$ cat src/rtl/sseg_pkg.sv
// Shared types and constants for the four-digit seven-segment formatter.
package sseg_pkg;

    localparam int NDIG        = 4;
    localparam int MAX_POS     = 9999;
    localparam int MAX_NEG_MAG = 999;
    localparam int ITER        = 14;

    typedef enum logic [1:0] {
        IDLE  = 2'd0,
        CLAMP = 2'd1,
        SHIFT = 2'd2,
        PLACE = 2'd3
    } state_t;

    // Index of the most-significant non-zero BCD digit; 0 when all digits are zero.
    function automatic logic [1:0] msd_idx(input logic [NDIG*4-1:0] bcd);
        logic [1:0] m;
        m = 2'd0;
        for (int i = 1; i < NDIG; i++)
            if (bcd[i*4 +: 4] != 4'd0) m = 2'(i);
        return m;
    endfunction

endpackage

$ cat src/rtl/sseg_digits_bcd_adj3.sv
// Double-dabble correction for one BCD nibble: add 3 when the nibble is 5 or more.
module bcd_adj3 (
    input  logic [3:0] din,
    output logic [3:0] dout
);
    assign dout = (din >= 4'd5) ? din + 4'd3 : din;
endmodule

$ cat src/rtl/sseg_digits.sv
// Signed 16-bit to four-digit BCD display formatter with sign, decimal point and blanking.
// Define SSEG_DIGITS_LZB_EN to blank leading zeros and float the sign next to the leading digit.
module sseg_digits
    import sseg_pkg::*;
(
    input  logic        clk,
    input  logic        reset_n,
    input  logic [15:0] value,
    input  logic        load,
    input  logic        dp_en,
    input  logic [1:0]  dp_sel,
    output logic        busy,
    output logic        done,
    output logic [15:0] num,
    output logic [3:0]  blank,
    output logic [3:0]  sign,
    output logic [3:0]  dp
);

    state_t state, state_nxt;

    logic [15:0] val_q;
    logic        dpen_q;
    logic [1:0]  dpsel_q;
    logic        neg_q;
    logic [3:0]  cnt;
    logic        commit;
    logic [29:0] sh;                 // {bcd[15:0], bin[13:0]}
    logic [NDIG-1:0][3:0] adj;
    logic [29:0] pre;

    logic [16:0] mag_full;
    logic [13:0] mag_c;

    logic [15:0] num_c,   num_p;
    logic [3:0]  blank_c, blank_p;
    logic [3:0]  sign_c,  sign_p;
    logic [3:0]  dp_c,    dp_p;
    logic [1:0]  spos;

    assign busy = (state != IDLE) || commit;

    for (genvar i = 0; i < NDIG; i++) begin : g_adj
        bcd_adj3 u_adj (.din(sh[14 + 4*i +: 4]), .dout(adj[i]));
    end
    assign pre = {adj, sh[13:0]};

    // Magnitude with the 17th bit so -32768 negates cleanly before clamping.
    always_comb begin
        mag_full = val_q[15] ? (17'd0 - {val_q[15], val_q}) : {1'b0, val_q};
        mag_c    = mag_full[13:0];
        if (!val_q[15] && mag_full > 17'(MAX_POS))
            mag_c = 14'(MAX_POS);
        else if (val_q[15] && mag_full > 17'(MAX_NEG_MAG))
            mag_c = 14'(MAX_NEG_MAG);
    end

    always_comb begin
        state_nxt = state;
        case (state)
            IDLE:    if (load && !commit) state_nxt = CLAMP;
            CLAMP:   state_nxt = SHIFT;
            SHIFT:   if (cnt == 4'(ITER - 1)) state_nxt = PLACE;
            PLACE:   state_nxt = IDLE;
            default: state_nxt = IDLE;
        endcase
    end

    always_comb begin
        num_c = sh[29:14];
`ifdef SSEG_DIGITS_LZB_EN
        spos = msd_idx(sh[29:14]) + 2'd1;
        for (int i = 0; i < NDIG; i++)
            blank_c[i] = 2'(i) > msd_idx(sh[29:14]);
`else
        spos    = 2'd3;
        blank_c = 4'b0000;
`endif
        sign_c = 4'b0000;
        for (int i = 0; i < NDIG; i++) begin
            if (neg_q && spos == 2'(i)) begin
                sign_c[i]      = 1'b1;
                blank_c[i]     = 1'b0;
                num_c[i*4 +: 4] = 4'd0;
            end
        end
        dp_c = dpen_q ? (4'b0001 << dpsel_q) : 4'b0000;
        dp_c = dp_c & ~(blank_c | sign_c);
    end

    always_ff @(posedge clk or negedge reset_n) begin
        if (!reset_n) begin
            state   <= IDLE;
            val_q   <= '0;
            dpen_q  <= 1'b0;
            dpsel_q <= '0;
            neg_q   <= 1'b0;
            cnt     <= '0;
            sh      <= '0;
            commit  <= 1'b0;
            num_p   <= '0;
            blank_p <= '0;
            sign_p  <= '0;
            dp_p    <= '0;
            done    <= 1'b0;
            num     <= '0;
            blank   <= 4'b1111;
            sign    <= '0;
            dp      <= '0;
        end else begin
            state <= state_nxt;
            done  <= 1'b0;
            case (state)
                IDLE: if (load && !commit) begin
                    val_q   <= value;
                    dpen_q  <= dp_en;
                    dpsel_q <= dp_sel;
                end
                CLAMP: begin
                    neg_q <= val_q[15];
                    sh    <= {16'd0, mag_c};
                    cnt   <= '0;
                end
                SHIFT: begin
                    sh  <= {pre[28:0], 1'b0};
                    cnt <= cnt + 4'd1;
                end
                PLACE: begin
                    num_p   <= num_c;
                    blank_p <= blank_c;
                    sign_p  <= sign_c;
                    dp_p    <= dp_c;
                    commit  <= 1'b1;
                end
                default: ;
            endcase
            // Output register stage: all display outputs change together with done.
            if (commit) begin
                commit <= 1'b0;
                done   <= 1'b1;
                num    <= num_p;
                blank  <= blank_p;
                sign   <= sign_p;
                dp     <= dp_p;
            end
        end
    end

endmodule

$ cat config.mk
export PLATFORM = sky130hd
export DESIGN_NAME = sseg_digits
export DESIGN_NICKNAME = d
export VERILOG_FILES = /design/src/rtl/sseg_pkg.sv /design/src/rtl/sseg_digits_bcd_adj3.sv /design/src/rtl/sseg_digits.sv
export SDC_FILE = /design/constraint.sdc
export NUM_CORES = 1
export LEC_CHECK = 0
export CAP_MARGIN = 5
export CORE_ASPECT_RATIO = 0.9
export CORE_MARGIN = 5
export CORE_UTILIZATION = 40
export DETAILED_ROUTE_END_ITERATION = 6
export SLEW_MARGIN = 5
export SYNTH_ARGS = -nofsm -noshare
export SYNTH_HDL_FRONTEND = slang
export SYNTH_SLANG_ARGS = --single-unit
export TNS_END_PERCENT = 50
$ cat constraint.sdc
create_clock -name clk -period 4.15 [get_ports clk]
set_clock_uncertainty 0.15 [all_clocks]
set_input_delay 1.245 -clock clk [delete_from_list [all_inputs] [get_ports clk]]
set_output_delay 1.245 -clock clk [all_outputs]
set_load 0.02 [all_outputs]
Yosys cells after proc, flatten, opt, wreduce, memory -nomap -nowiden
Cells that the tools add are included.
{"block": "classes", "add_sub_neg": 6, "order_cmp": 6, "eq_ne": 6, "shift": 1, "n_mux": 18, "n_bitwise": 2, "n_reduce_logical": 11}
{"op": "$pmux W30 S2", "count": 1}
{"op": "$mux W14", "count": 2}
{"op": "$mux W4", "count": 5}
{"op": "$gt A17 B10 Y1 const B", "count": 1}
{"op": "$gt A17 B14 Y1 const B", "count": 1}
{"op": "$mux W17", "count": 1}
{"op": "$sub A1 B16 Y17 const A", "count": 1}
{"op": "$ge A4 B3 Y1 const B", "count": 4}
{"op": "$add A4 B2 Y4 const B", "count": 3}
{"op": "$pmux W2 S4", "count": 1}
{"op": "$pmux W4 S2", "count": 1}
{"op": "$add A4 B1 Y4 const B", "count": 1}
{"op": "$and A4 B4 Y4", "count": 1}
{"op": "$eq A2 B2 Y1 const B", "count": 2}
{"op": "$eq A4 B4 Y1 const B", "count": 1}
{"op": "$mux W1", "count": 4}
{"op": "$mux W2", "count": 2}
{"op": "$ne A2 B2 Y1 const B", "count": 2}
{"op": "$not A4 Y4", "count": 1}
{"op": "$reduce_and A2 Y1", "count": 2}
{"op": "$reduce_bool A2 Y1", "count": 2}
{"op": "$shl A1 B2 Y4 const A", "count": 1}
{"op": "$add A3 B2 Y3 const B", "count": 1}
{"op": "$logic_and A1 B1 Y1", "count": 3}
{"op": "5 further kinds", "count": 6}
{"block": "totals", "register_bits": 104, "input_bits": 22, "elab_cells": 66}

Logic depth before layout (Yosys ltp)
Gate-level depths: netlist of run 1.
{"block": "depth", "ltp_word": 7, "depth_mapped": 9, "ltp_nobuf": 9}

Modules after synthesis
A second synthesis of run 1 with hierarchy kept.
{"block": "unflattened", "hier_cells": 501, "area_unflattened_um2": 5197.5}
{"module": "sseg_digits", "n_inst": 1, "cells_each": 437, "area_each_um2": 4792.1, "seq_area_each_um2": 2528.7}
{"module": "bcd_adj3", "n_inst": 4, "cells_each": 16, "area_each_um2": 101.3, "seq_area_each_um2": 0.0}

Worst setup path before layout of run 1
OpenSTA, ideal clock, no wires.
{"block": "synth_timing", "kind": "in2reg", "from": "in load", "to": "reg val_q[10]", "arrival_ns": 2.365, "slack_ns": 1.510, "stages": 4, "n_path_buf": 2, "cell_sequence": "nand3b_1 > clkbuf_1 > clkbuf_1 > mux2_2"}
{"block": "synth_via", "elab_chain_cells": 2}
{"item": "from (decl)", "line": "sseg_digits.sv:9", "text": "input logic load,"}
{"item": "$logic_and A1 B1 Y1", "line": "sseg_digits.sv:114", "text": "IDLE: if (load && !commit) begin"}
{"item": "$reduce_and A2 Y1 (no source line)"}
{"item": "to (signal assigned)", "line": "sseg_digits.sv:115", "text": "val_q <= value;"}
{"item": "to (decl)", "line": "sseg_digits.sv:22", "text": "logic [15:0] val_q;"}
Every way passes these cells.
A chain may end at the register's enable or synchronous reset.

Final worst setup path of run 1
{"block": "layout_timing", "from": "reg state[0]", "to": "out busy"}
{"block": "layout_via", "elab_chain_cells": 2}
{"item": "from (decl)", "line": "sseg_digits.sv:20", "text": "state_t state, state_nxt;"}
{"item": "from (signal assigned)", "line": "sseg_digits.sv:111", "text": "state <= state_nxt;"}
{"item": "$reduce_bool A2 Y1", "line": "sseg_digits.sv:41", "text": "assign busy = (state != IDLE) || commit;"}
{"item": "$logic_or A1 B1 Y1", "line": "sseg_digits.sv:41"}
{"item": "to (decl)", "line": "sseg_digits.sv:12", "text": "output logic busy,"}
Every way passes these cells.

==> results_dict.tcl, run 1 <==
set metrics [dict create \
    reg2reg_from "val_q[6]" \
    start_util_pct 40.4 \
    ir_drop_mv 0.265 \
    drt_wl_total_um 9810 \
    cts_sinks 101 \
    hold-path-endpoint "sh[5]" \
    fillers 1173 \
    io_buffers 48 \
    worst_pin_slew_ps 1040 \
    ant_nets 0 \
    crit_arrival_ps 1770 \
    syn_avg_cell_area_um2 11.0 \
    hold_violations 0 \
    cp_cell_sequence "inv_1, ha_1, nand2b_1, clkdlybuf4s50_1" \
    synthArstFlopShare_pct 100 \
    synth_top_area_share_pct 49.2 \
    power_leakage_uw 0.00255 \
    ios 52 \
    area_growth_pct 16.9 \
    yosys_warnings 0 \
    slew_violations 0 \
    max_stage_delay_ps 600 \
    drv_cap 0 \
    clock_latency_ps 350 \
    die-area_um2 15100 \
    rows 39 \
    setup_viol 0 \
    grt_pass1_wl_um 17000 \
    postCtsSetupBuffers 0 \
    first_global_vias 3580 \
    hp-class "flip-flop to flip-flop" \
    worstSetupEndpointType "primary output" \
    yosysMostFrequentCell "dfrtp_1" \
    drtPass1Iterations 4 \
    fin_tns_setup_ps 0 \
    cts.path.max_buffers 2 \
    reg2reg_depth 7 \
    cp_data_required_time_ps 2750 \
    root_buffer "clkbuf_16" \
    multiInputGateArea_um2 2300 \
    drc_errors 0 \
    utilization_pct 47.2 \
    hold_depth 2 \
    antenna_cells 0 \
    cts_resized 0 \
    die_height_um 117 \
    overflow 0 \
    power_density_nw_per_um2 668 \
    nets 534 \
    synth_top_cell_by_area "dfrtp_1" \
    yosysSeqAreaShare_pct 49.8 \
    crit_type "flip-flop to primary output" \
    gr-usage-all-layers_pct 14.0 \
    post-place-cells 650 \
    synth_flop_cell "dfrtp_1" \
    gp_congestion 0.893 \
    hp-start "sh[5]" \
    die_x_um 129 \
    dr_total_vias 3576 \
    grt_setup_unrepaired "false" \
    antenna_found_initial 0 \
    synthTopCellsByCount "dfrtp_1 (100), mux2_2 (56), inv_1 (25), nor2_1 (24)" \
    slew_headroom_pct 30.8 \
    cts_buffers 9 \
    synth_edf_count 0 \
    drive_above_1_share_pct 17.9 \
    hold_buffers 0 \
    finalNonFillerCells 666 \
    cp_max_fo 4 \
    ys_ff_latch 101 \
    synthTopCellsByArea "dfrtp_1 (49%), mux2_2 (12%), ha_1 (3.7%)" \
    post-route-min-period_ps 3170 \
    synthCells 464 \
    layout.area.seq_um2 2530 \
    crit_path_start_kind "flip-flop" \
    drt_iter0_drc 176 \
    r2r_end "sh[1]" \
    clkTransAtPathRegs_ps 70 \
    status "completed" \
    htreeDepth 3 \
    syn_area_um2 5080 \
    core_um2 12600 \
    fin_crit_sh_pct 76.4 \
    clock.fmax_mhz 316 \
    cts_tree "yes" \
    grt_max_degree 102 \
    via_per_inst 5.37 \
    slowest_stage "clkdlybuf4s50_1" \
    reg2reg_setup_slack_ps 1360 \
    routedWlPerCell_um 14.7 \
    hpwlAfterDp_um 6690 \
    synth_cell_types 62 \
]
per-stage QoR:
| stage | hold slack (ps) | total power (µW) | worst slack, ps | cell area [µm²] |
|---|---|---|---|---|
| after global routing | 373 | 4270 | 913 | 5940 |
| after CTS | 344 | 4010 | 954 | 5940 |
| after detailed placement | 331 | 3190 | 1350 | 5660 |
| final | 341 | 3970 | 981 | 5940 |
| after global placement | 326 | 3180 | 1370 | 5660 |
| after floorplan | 202 | 2760 | 1510 | 5090 |
sequential cells by signal (all words and copies together) (netlist names), 2 cells and up:
| register | count |
|---|---|
| num_p | 16 |
| cnt | 4 |
| val_q | 16 |
| dp | 4 |
| state | 2 |
| dpsel_q | 2 |
| dp_p | 4 |
| sh | 30 |
| num | 16 |
power breakdown:
part	switching [µW]	internal [µW]	total [µW]
clock network	374	427	802
registers	305	1250	1550
logic	903	712	1620
worst max-delay path by stage:
stage | startpoint | to | slack [ps] | cells past startpoint
4_1_cts | state[0] | busy | 950 | 4
6_report | state[0] | busy | 980 | 4
3_3_place_gp | val_q[6] | sh[3] | 1370 | 7
5_1_grt | state[0] | busy | 910 | 4
3_5_place_dp | state[0] | busy | 1350 | 4
2_1_floorplan | load | val_q[10] | 1510 | 4
critical path: cells and delay by family (launching register included):
kind                     cells  cell delay, ps
adder cells (fa/ha/maj)      1             250
buffers and inverters        2             680
flip-flops                   1             400
AND/OR/NAND/NOR              1              90
cell usage in the layout, fill, tap and decap left out, types with 5 or more instances in the layout:
master,instances
xor2_1,6
o2bb2ai_1,8
ha_1,15
nand2_1,19
xnor2_1,8
o21ai_1,9
nor2_1,24
o21ai_0,20
a21oi_1,21
clkdlybuf4s50_1,47
or3_1,8
nor3_1,7
nand3b_1,5
inv_1,25
o22ai_1,7
dfrtp_1,100
nor3b_1,5
nor2b_1,6
nand2b_1,10
a31oi_1,10
mux2_2,56
nand3_1,5
buf_4,5
clkbuf_16,9
cell families after synthesis:
family,count (synthesis),synth area share [%]
AO/OA/AOI/OAI,102,13.0
XOR/XNOR,14,2.41
other,1,0.0738
flip-flops,101,49.8
multiplexers,60,13.2
adder cells (fa/ha/maj),15,3.69
buffers and inverters,58,5.05
AND/OR/NAND/NOR,113,12.8
per-layer routing:
metal	part of all wire (%)	wire, µm	up-vias	track usage (%)
met5	0	0	-	0
met4	1.4	141	0	5.74
met3	4.9	478	15	3.45
met2	47	4630	78	22.9
met1	46	4560	1768	17.9
li1	-	-	1715	-
layout make-up:
class                           count  share of cell area (%)
Timing Repair Buffer               53                    8.89
Multi-Input combinational cell    307                    38.8
Tap cell                          164                    3.45
Inverter                           25                    1.58
Sequential cell                   101                    42.6
Clock inverter                      6                   0.737
Clock buffer                       10                    4.02
No activity file was read; power rests on OpenSTA's default activity.
==> run 2, diff against run 1 <==
clock period = 3.18 ns   (was 4.15 ns; I/O delays follow)
==> run 2 against run 1 <==
  * Core utilization rose by 0.64 points
  * Critical path depth unchanged
  * Clock-buffer cell count did not move
  * Sequential cell count is the same
  * Largest power group unchanged
==> results_dict.tcl, run 2 (synthesized netlist as in run 1, its figures left out) <==
set metrics [dict create \
    clkTransAtPathRegs_ps 70 \
    path_depth 4 \
    cts_tree "yes" \
    cts_buffers 9 \
    slew_headroom_pct 64.8 \
    crit_type "flip-flop to primary output" \
    drtPass1Iterations 4 \
    drv_cap 0 \
    start_util_pct 40.4 \
    setup_viol 0 \
    drive_above_1_share_pct 18.9 \
    hold-path-endpoint "sh[6]" \
    ir_drop_mv 0.361 \
    gp_congestion 0.887 \
    worst_pin_slew_ps 527 \
    via_per_inst 5.33 \
    io_buffers 48 \
    area_growth_pct 18.5 \
    ant_nets 0 \
    multiInputGateArea_um2 2300 \
    rows 39 \
    dr_total_vias 3580 \
    largest_reg_flops 30 \
    cts_resized 0 \
    max_stage_delay_ps 610 \
    grt_max_degree 63 \
    nets 540 \
    fin_crit_sh_pct 91.0 \
    status "completed" \
    setup_slack_ps 287 \
    die_height_um 117 \
    reg2reg_from "val_q[1]" \
    layout_commonest_cell "dfrtp_1" \
    overflow 0 \
    first_global_vias 3692 \
    antenna_found_initial 0 \
    hold_depth 2 \
    regMostFlops "sh" \
    crit_path_start_kind "flip-flop" \
    fin_tns_setup_ps 0 \
    antenna_cells 0 \
    layout.area.seq_um2 2530 \
    hp-class "flip-flop to flip-flop" \
    cp_cell_sequence "inv_1, ha_1, nand2b_1, clkdlybuf4s50_1" \
    hpwlAfterDp_um 7160 \
    path_delay_family "buffers and inverters" \
    cp_max_fo 4 \
    clock.fmax_mhz 346 \
    r2r_end "sh[1]" \
    ios 52 \
    crit_buf_inv 2 \
    hold_violations 0 \
    power_leakage_uw 0.00260 \
    grt_setup_unrepaired "false" \
    reg2reg_setup_slack_ps 430 \
    routedWlPerCell_um 15.3 \
    drt_iter0_drc 150 \
    core_um2 12600 \
    preCtsSetupSlack_ps 459 \
    drc_errors 0 \
    cp_data_required_time_ps 2080 \
    reg2reg_depth 9 \
    postCtsSetupBuffers 0 \
    fillers 1163 \
    post-route-min-period_ps 2890 \
    clock_latency_ps 350 \
    root_buffer "clkbuf_16" \
    cts.path.max_buffers 2 \
    grt_pass1_wl_um 17800 \
    crit_arrival_ps 1790 \
    hold_buffers 0 \
    die_x_um 129 \
    power_density_nw_per_um2 890 \
    drt_wl_total_um 10300 \
    slew_violations 0 \
    slowest_stage "clkdlybuf4s50_1" \
    final_cell_mix "dfrtp_1 (100), mux2_2 (56), clkdlybuf4s50_1 (47), inv_1 (25), nor2_1 (24)" \
    cts_sinks 101 \
    worstSetupEndpointType "primary output" \
    hp-start "sh[6]" \
    htreeDepth 3 \
    die-area_um2 15100 \
    gr-usage-all-layers_pct 14.6 \
]
[run 2: cell types whose count changed in the layout (fill, tap and decap cells not counted), moves of 2 or more]
cell      delta
buf_4        +6
clkinv_2     -2
clkinv_4     +3
inv_6        -3
inv_8        +2
[run 2: final cells by class]
class                   count  area share [%]
inverters                  25            1.56
clock inverters             6            1.31
repair buffers             59            9.52
clock buffers              10            3.97
flip-flops and latches    101            42.0
multi-input cells         307            38.3
well taps                 164            3.41
[run 2: worst max-delay path by stage]
stage | endpoint | startpoint | slack (ps)
floorplan | sh[12] | val_q[2] | 710
global placement | sh[0] | val_q[2] | 470
detailed placement | sh[1] | val_q[1] | 460
CTS | busy | state[0] | 270
global route | busy | state[0] | 180
finish | busy | state[0] | 290
[run 2: per-stage QoR]
| step | std cells | hold WS, ps | total power (µW) | utilization, % | area [µm²] |
|---|---|---|---|---|---|
| 2_1_floorplan | 466 | 202 | 3600 | - | 5090 |
| 3_3_place_gp | 656 | 324 | 4220 | 45.3 | 5700 |
| 3_5_place_dp | 656 | 329 | 4250 | 45.3 | 5700 |
| 4_1_cts | 672 | 345 | 5430 | 47.8 | 6020 |
| 5_1_grt | 672 | 364 | 5780 | 47.8 | 6020 |
| 6_report | 672 | 336 | 5360 | 47.8 | 6020 |
[run 2: metal layers]
| metal | vias up | global-route usage (%) | wire, µm |
|---|---|---|---|
| li1 | 1731 | - | - |
| met1 | 1768 | 18.7 | 4790 |
| met2 | 73 | 24.1 | 4930 |
| met3 | 8 | 4.95 | 449 |
| met4 | 0 | 3.57 | 97 |
| met5 | - | 0 | 0 |
[run 2: worst min-delay path: stages, from the launching register on]
cell	delay [ps]
dfrtp_1	330
a21oi_1	60
o21ai_1	60
[run 2: power by group]
group,switching [µW],internal (µW),total [µW]
Sequential,357,1630,1980
Combinational,1250,975,2230
Clock,504,647,1150
